`config.mk`:
```
export PLATFORM = sky130hd
export DESIGN_NAME = sdram_port_arbiter
export DESIGN_NICKNAME = d
export VERILOG_FILES = /design/src/rtl/sdram_port_arbiter.sv
export SDC_FILE = /design/constraint.sdc
export NUM_CORES = 1
export LEC_CHECK = 0
export CORE_ASPECT_RATIO = 2
export CORE_MARGIN = 2
export CORE_UTILIZATION = 44
export CTS_CLUSTER_DIAMETER = 80
export CTS_CLUSTER_SIZE = 40
export DETAILED_ROUTE_END_ITERATION = 10
export PLACE_DENSITY_LB_ADDON = 0.08
export SLEW_MARGIN = 20
export SYNTH_ARGS = -nofsm -noshare
export SYNTH_HDL_FRONTEND = slang
export SYNTH_SLANG_ARGS = --single-unit
```
`constraint.sdc`:
```
create_clock -name clk -period 1.9 [get_ports clk]
set_clock_uncertainty 0.05 [all_clocks]
set_input_delay 0.285 -clock clk [delete_from_list [all_inputs] [get_ports clk]]
set_output_delay 0.285 -clock clk [all_outputs]
set_load 0.03 [all_outputs]
```
`src/rtl/sdram_port_arbiter.sv`:
```
// Arbitrates the SDRAM command core between the VGA read path, the SD-card
// write path and periodic auto-refresh, one burst or refresh at a time.
module sdram_port_arbiter #(
    parameter int ADDR_W         = 22,
    parameter int REFRESH_CYCLES = 390,
    parameter int STARVE_MAX     = 4
) (
    input  logic              clk,
    input  logic              rst,
    input  logic              init_done,
    input  logic              rd_req,
    input  logic [ADDR_W-1:0] rd_addr,
    output logic              rd_ack,
    output logic              rd_done,
    input  logic              wr_req,
    input  logic [ADDR_W-1:0] wr_addr,
    output logic              wr_ack,
    output logic              wr_done,
    output logic [1:0]        core_cmd,
    output logic [ADDR_W-1:0] core_addr,
    output logic              core_start,
    input  logic              core_done
);

    localparam int TMR_W = (REFRESH_CYCLES > 1) ? $clog2(REFRESH_CYCLES) : 1;
    localparam int STV_W = $clog2(STARVE_MAX + 1);

    localparam logic [1:0] CMD_NONE = 2'b00;
    localparam logic [1:0] CMD_WR   = 2'b01;
    localparam logic [1:0] CMD_RD   = 2'b10;
    localparam logic [1:0] CMD_REF  = 2'b11;

    typedef enum logic [1:0] {INIT, IDLE, ISSUE, BUSY} state_t;

    state_t            state_q, state_d;
    logic [1:0]        cmd_q, cmd_d;
    logic [ADDR_W-1:0] addr_q, addr_d;
    logic [STV_W-1:0]  starve_cnt;
    logic [1:0]        ref_owed;
    logic [TMR_W-1:0]  timer;
    logic              rd_done_q, wr_done_q;
    logic              tmr_wrap, ref_grant, rd_grant, wr_grant, starve_full;

    // Two-bit refresh debt, saturating at 3; a wrap and a grant together cancel.
    function automatic logic [1:0] owed_next(input logic [1:0] cur,
                                             input logic inc, input logic dec);
        logic [1:0] res;
        res = cur;
        if (inc && !dec && cur != 2'd3)
            res = cur + 2'd1;
        else if (dec && !inc && cur != 2'd0)
            res = cur - 2'd1;
        return res;
    endfunction

    function automatic logic [STV_W-1:0] starve_inc(input logic [STV_W-1:0] cur);
        logic [STV_W-1:0] res;
        res = cur;
        if (cur != STV_W'(STARVE_MAX))
            res = cur + STV_W'(1);
        return res;
    endfunction

    assign tmr_wrap    = (state_q != INIT) && (timer == TMR_W'(REFRESH_CYCLES - 1));
    assign ref_grant   = (state_q == ISSUE) && (cmd_q == CMD_REF);
    assign rd_grant    = (state_q == ISSUE) && (cmd_q == CMD_RD);
    assign wr_grant    = (state_q == ISSUE) && (cmd_q == CMD_WR);
    assign starve_full = (starve_cnt == STV_W'(STARVE_MAX));

    always_comb begin
        state_d = state_q;
        cmd_d   = cmd_q;
        addr_d  = addr_q;
        unique case (state_q)
            INIT: begin
                if (init_done)
                    state_d = IDLE;
            end
            IDLE: begin
                if (ref_owed != 2'd0) begin
                    cmd_d   = CMD_REF;
                    addr_d  = '0;
                    state_d = ISSUE;
                end else if (wr_req && starve_full) begin
                    cmd_d   = CMD_WR;
                    addr_d  = wr_addr;
                    state_d = ISSUE;
                end else if (rd_req) begin
                    cmd_d   = CMD_RD;
                    addr_d  = rd_addr;
                    state_d = ISSUE;
                end else if (wr_req) begin
                    cmd_d   = CMD_WR;
                    addr_d  = wr_addr;
                    state_d = ISSUE;
                end
            end
            ISSUE: begin
                state_d = BUSY;
            end
            BUSY: begin
                if (core_done) begin
                    state_d = IDLE;
                    cmd_d   = CMD_NONE;
                    addr_d  = '0;
                end
            end
            default: begin
                state_d = INIT;
                cmd_d   = CMD_NONE;
                addr_d  = '0;
            end
        endcase
    end

    always_ff @(posedge clk or posedge rst) begin
        if (rst) begin
            state_q <= INIT;
            cmd_q   <= CMD_NONE;
            addr_q  <= '0;
        end else begin
            state_q <= state_d;
            cmd_q   <= cmd_d;
            addr_q  <= addr_d;
        end
    end

    // Done pulses are a registered copy of core_done, qualified by the running command.
    always_ff @(posedge clk or posedge rst) begin
        if (rst) begin
            rd_done_q <= 1'b0;
            wr_done_q <= 1'b0;
        end else begin
            rd_done_q <= (state_q == BUSY) && core_done && (cmd_q == CMD_RD);
            wr_done_q <= (state_q == BUSY) && core_done && (cmd_q == CMD_WR);
        end
    end

    always_ff @(posedge clk or posedge rst) begin
        if (rst) begin
            starve_cnt <= '0;
        end else if (wr_grant) begin
            starve_cnt <= '0;
        end else if (rd_grant) begin
            starve_cnt <= wr_req ? starve_inc(starve_cnt) : '0;
        end
    end

    always_ff @(posedge clk or posedge rst) begin
        if (rst) begin
            timer    <= '0;
            ref_owed <= 2'd0;
        end else begin
            if (state_q == INIT || tmr_wrap)
                timer <= '0;
            else
                timer <= timer + TMR_W'(1);
            ref_owed <= owed_next(ref_owed, tmr_wrap, ref_grant);
        end
    end

    assign core_start = (state_q == ISSUE);
    assign rd_ack     = rd_grant;
    assign wr_ack     = wr_grant;
    assign rd_done    = rd_done_q;
    assign wr_done    = wr_done_q;
    assign core_cmd   = cmd_q;
    assign core_addr  = addr_q;

endmodule

```
Word-level counts from Yosys, hierarchy flattened
Cells that the tools add are included.
{ "totals": {"wordCells": 76, "ff_bits": 42, "output_inout_bits": 29, "in_bits": 50} }
{ "op_classes": {"eq_ne": 14, "mux": 26, "n_reduce_logical": 24, "n_addsub": 4} }
{ "op_table": {"columns": ["op", "n"], "rows": [
  ["2-to-1 mux 22 bit", 5],
  ["case mux 22 bit (2 select lines)", 1],
  ["2-to-1 mux 2 bit", 13],
  ["logical AND 1 bit", 12],
  ["2-to-1 mux 3 bit", 4],
  ["nonzero test 2 bit", 5],
  ["adder 9 x 1 -> 9 bit (second input constant)", 1],
  ["== test 9 bit (second input constant)", 1],
  ["2-to-1 mux 9 bit", 1],
  ["== test 2 bit (second input constant)", 4],
  ["case mux 2 bit (4 select lines)", 1],
  ["inequality test 2 bit (second input constant)", 3],
  ["AND reduction 3 bit", 2],
  ["inequality test 5 bit (second input constant)", 1],
  ["== test 2 x 1 -> 1 bit (second input constant)", 2],
  ["case mux 2 bit (2 select lines)", 1],
  ["adder 3 x 1 -> 3 bit (second input constant)", 1],
  ["== test 3 bit (second input constant)", 1],
  ["inequality test 3 x 1 -> 1 bit (second input constant)", 1],
  ["inequality test 3 bit (second input constant)", 1],
  ["adder 2 x 1 -> 2 bit (second input constant)", 1],
  ["zero test 1 bit", 2],
  ["zero test 2 bit", 1],
  ["AND reduction 2 bit", 1],
  ["other kinds (2)", 2]
]} }

Logic depth before layout (Yosys ltp)
{ "depth": {"ltp_word": 7, "mapped_depth": 7, "ltp_nobuf": 6} }

Worst setup path before layout
Ideal clock, no wire load.
{ "synth_timing": {"kind": "reg2reg", "start": "register state_q[0]", "end": "register starve_cnt[2]", "path_stages_with_launch": 7, "setup_slack_ns": -0.034, "path_buffers": 0, "period_less_slack_ns": 1.934, "t_required_ns": 1.786, "arrival_time_ns": 1.820, "setup_time_ns": 0.064, "cell_sequence": "dfrtp_1 inv_1 ha_1 and3b_1 a21oi_1 nor4b_1 a21o_1"} }
{ "synth_via": {"elab_chain_cells": 4, "word_cells_on_any_way": 7, "cone_classes": "eq/ne: 2; mux: 1; reduce/logical: 4"} }
{ "synth_lines": {"columns": ["element", "line", "source"], "rows": [
  ["start, declared", "35", "state_t state_q, state_d;"],
  ["start signal, assigned", "122", "state_q <= state_d;"],
  ["== test 2 bit", null, null],
  ["net core_start", "21", "output logic core_start,"],
  ["logical AND 1 bit", "66", "assign rd_grant = (state_q == ISSUE) && (cmd_q == CMD_RD);"],
  ["net rd_ack", "13", "output logic rd_ack,"],
  ["nonzero test 2 bit (no source line)", null, null],
  ["AND reduction 2 bit (no source line)", null, null],
  ["end signal, assigned", "145", "starve_cnt <= wr_req ? starve_inc(starve_cnt) : '0;"],
  ["end, declared", "38", "logic [STV_W-1:0] starve_cnt;"]
]} }
The timed path passes the listed nets, and every way through them passes these cells.
A chain may end at the register's enable or synchronous reset.

Worst setup path in the final report
{ "layout_timing": {"start": "register cmd_q[0] (netlist: core_cmd[0])", "end": "output port core_cmd[0]"} }
{ "layout_lines": {"columns": ["element", "line", "source"], "rows": [
  ["start, declared", "36", "logic [1:0] cmd_q, cmd_d;"],
  ["start signal, assigned", "123", "cmd_q <= cmd_d;"],
  ["end, declared", "19", "output logic [1:0] core_cmd,"]
]} }
No word-level cell between the ends.

==> flow_summary.ini <==
[global_routing]
grt_pass1_wl_um = 8020
grt_pass1_vias = 1714
grt.overflow.total = 0
grtUsageTotal_pct = 20.1
grt_max_degree = 43
antenna_found_initial = 0

[yosys]
yosysUniqueCellTypes = 36
synth-seq-cells = 42
synth_cells = 180
syn_area_per_cell_um2 = 11.5
yosys.area.top_type = dfrtp_1
async_reset_ff_share_pct = 100
yosys.cell_count.top_type = dfrtp_1
synth_common_cells = 42 x dfrtp_1, 23 x mux2i_1, 22 x o2bb2ai_1
synth_edf_count = 0
syn-cell-area_um2 = 2080
syn-num-nets = 238
synth_top_cell_area_share_pct = 50.6
ys.flop_type = dfrtp_1
yosysSeqAreaShare_pct = 50.6
yosysWarnings = 0
synthTopCellsByArea = dfrtp_1 51%, mux2i_1 11%, o2bb2ai_1 9.3%

[floorplanning]
initial_core_util_pct = 45.6
row_count = 35
ios = 79
die_h_um = 101
die_x_um = 52.6
die_area_um2 = 5320
coreArea_um2 = 4550

[placement]
io_buffers = 78
pre_cts_slack_ps = 100
gp_congestion = 0.776
dp_hpwl_um = 3800
dp_cells = 315
place_area_um2 = 2980

[route]
antenna_left = 0
route.detailed.drc = 0
wl_per_cell_um = 15.3
drtIter0Drc = 21
wl_um = 4960
first_pass_iters = 4
vias = 1744
vias_per_cell = 5.40

[pwr]
swShare_pct = 38.0
power.total_mw = 4.16
p_clk_share_pct = 20.4
seqPwrFrac_pct = 33.3
switching_power_mw = 1.58
leakage_nw = 1.40
vdd_drop_max_mv = 0.824
p_comb_share_pct = 46.3
power.density_nw_per_um2 = 1330
p_int_mw = 2.58

[timing]
hold_viol = 0
period_minus_slack_ps = 1830
slew_headroom_pct = 65.1
setup_viol = 0
rsz0062_at_grt = no
period_share_pct = 96.1
clock.fmax_mhz = 548
holdWs_ps = 359
tns_ps = 0
worst_pin_slew_ps = 523
maxSlewViolCount = 0
fin_ws_ps = 74.3

[critical_path]
crit_cells = 1
cp.required_ps = 1560
end_kind = output port
crit_chain = clkdlybuf4s50_1
crit_arrival_ps = 1490
path_delay_family = buffers and inverters
reg2regPathDepth = 3
worstPathMaxFanout = 8
startpoint_type = register
rrSetupSlack_ps = 130
path_class = reg -> out
crit_buf_inv = 1
cpMaxStageDelayCell = clkdlybuf4s50_1
slowest_delay_ps = 720

[clock_tree]
ctsHoldBuffers = 0
insertion_delay_ps = 300
clkSinkCount = 42
clock_path_buffers = 2
cts_setup_buffers = 0
cts_root_buf = clkbuf_8
cts_buffers = 5
cts_tree = built
htreeDepth = 2
path_clk_slew_ps = 90

[layout]
drive_above_1_share_pct = 9.33
fin_nets = 325
post-route-util_pct = 68.5
fin_cells = 323
n_antenna_cell = 0
area_delta_synth_final_pct = 50.2
fin_area_um2 = 3120

[worst_hold_path]
hp-class = in -> async

[run_status]
outcome = complete, no violations

[flow_run]
cap_violations = 0
[power groups by stage]
stage                     combinational, mW  sequential [mW]  clock, mW
after global routing                   2.10             1.42      0.910
after global placement                 1.92             1.40          0
final                                  1.93             1.38      0.847
after detailed placement               1.96             1.40          0
after floorplan                       0.840             1.71          0
after CTS                              1.95             1.39      0.876
[routing by layer]
metal / global-route usage (%) / vias to the layer above / routed length (um)
met5: 0 / - / 0
met4: 6.31 / 0 / 68
met3: 4.42 / 6 / 259
met2: 34.3 / 47 / 2690
met1: 24.6 / 853 / 1940
li1: - / 838 / -
[cell type report]
cell class              count  area [um2]
clock buffers               5        68.8
clock inverters             3        68.8
fillers                   385        1440
inverters                   7        26.3
multi-input cells         125         975
flip-flops and latches     42        1050
well taps                  55        68.8
repair buffers             86         860
[sequential cells by signal, indices dropped and copies added (netlist names)]
name        count
rd_done         1
starve_cnt      3
core_addr      22
core_cmd        2
ref_owed        2
wr_done         1
state_q         2
timer           9
[cells by family after synthesis]
group | after synthesis | synth area share, %
adder cells (fa/ha/maj) | 8 | 4.82
multiplexers | 24 | 11.6
AND/OR/NAND/NOR | 48 | 12.7
XOR/XNOR | 7 | 2.95
AO/OA/AOI/OAI | 38 | 14.8
flip-flops | 42 | 50.6
buffers and inverters | 13 | 2.53
[placed cells by master (no fill, tap or decap), types with 5 or more instances in the layout]
cell and instances:
nor2_1 13, inv_1 7, xor2_1 6, nand2_1 8, clkbuf_8 5, o2bb2ai_1 22
mux2i_1 23, nand3_1 7, buf_4 8, ha_1 8, a21oi_1 5, dfrtp_1 42
clkdlybuf4s50_1 75
[path summary, 6_finish.rpt]
path,end,from
setup / recovery,core_cmd[0],core_cmd[0]
hold / removal,timer[8],rst
setup reg to reg,ref_owed[1],timer[6]
hold reg to reg,core_addr[1],core_addr[1]
max in group asynchronous,core_cmd[0],rst
min in group clk,core_addr[1],core_addr[1]
[tightest hold or removal path, delay by kind of cell]
| kind | cells | cell delay (ps) |
|---|---|---|
| buffers and inverters | 3 | 890 |
[what timing repair did]
action	CTS	global route
endpoints found under the setup margin	1	0
gates resized for setup	1	0
endpoints found under the hold margin	0	0
(Power assumes the default switching activity.)
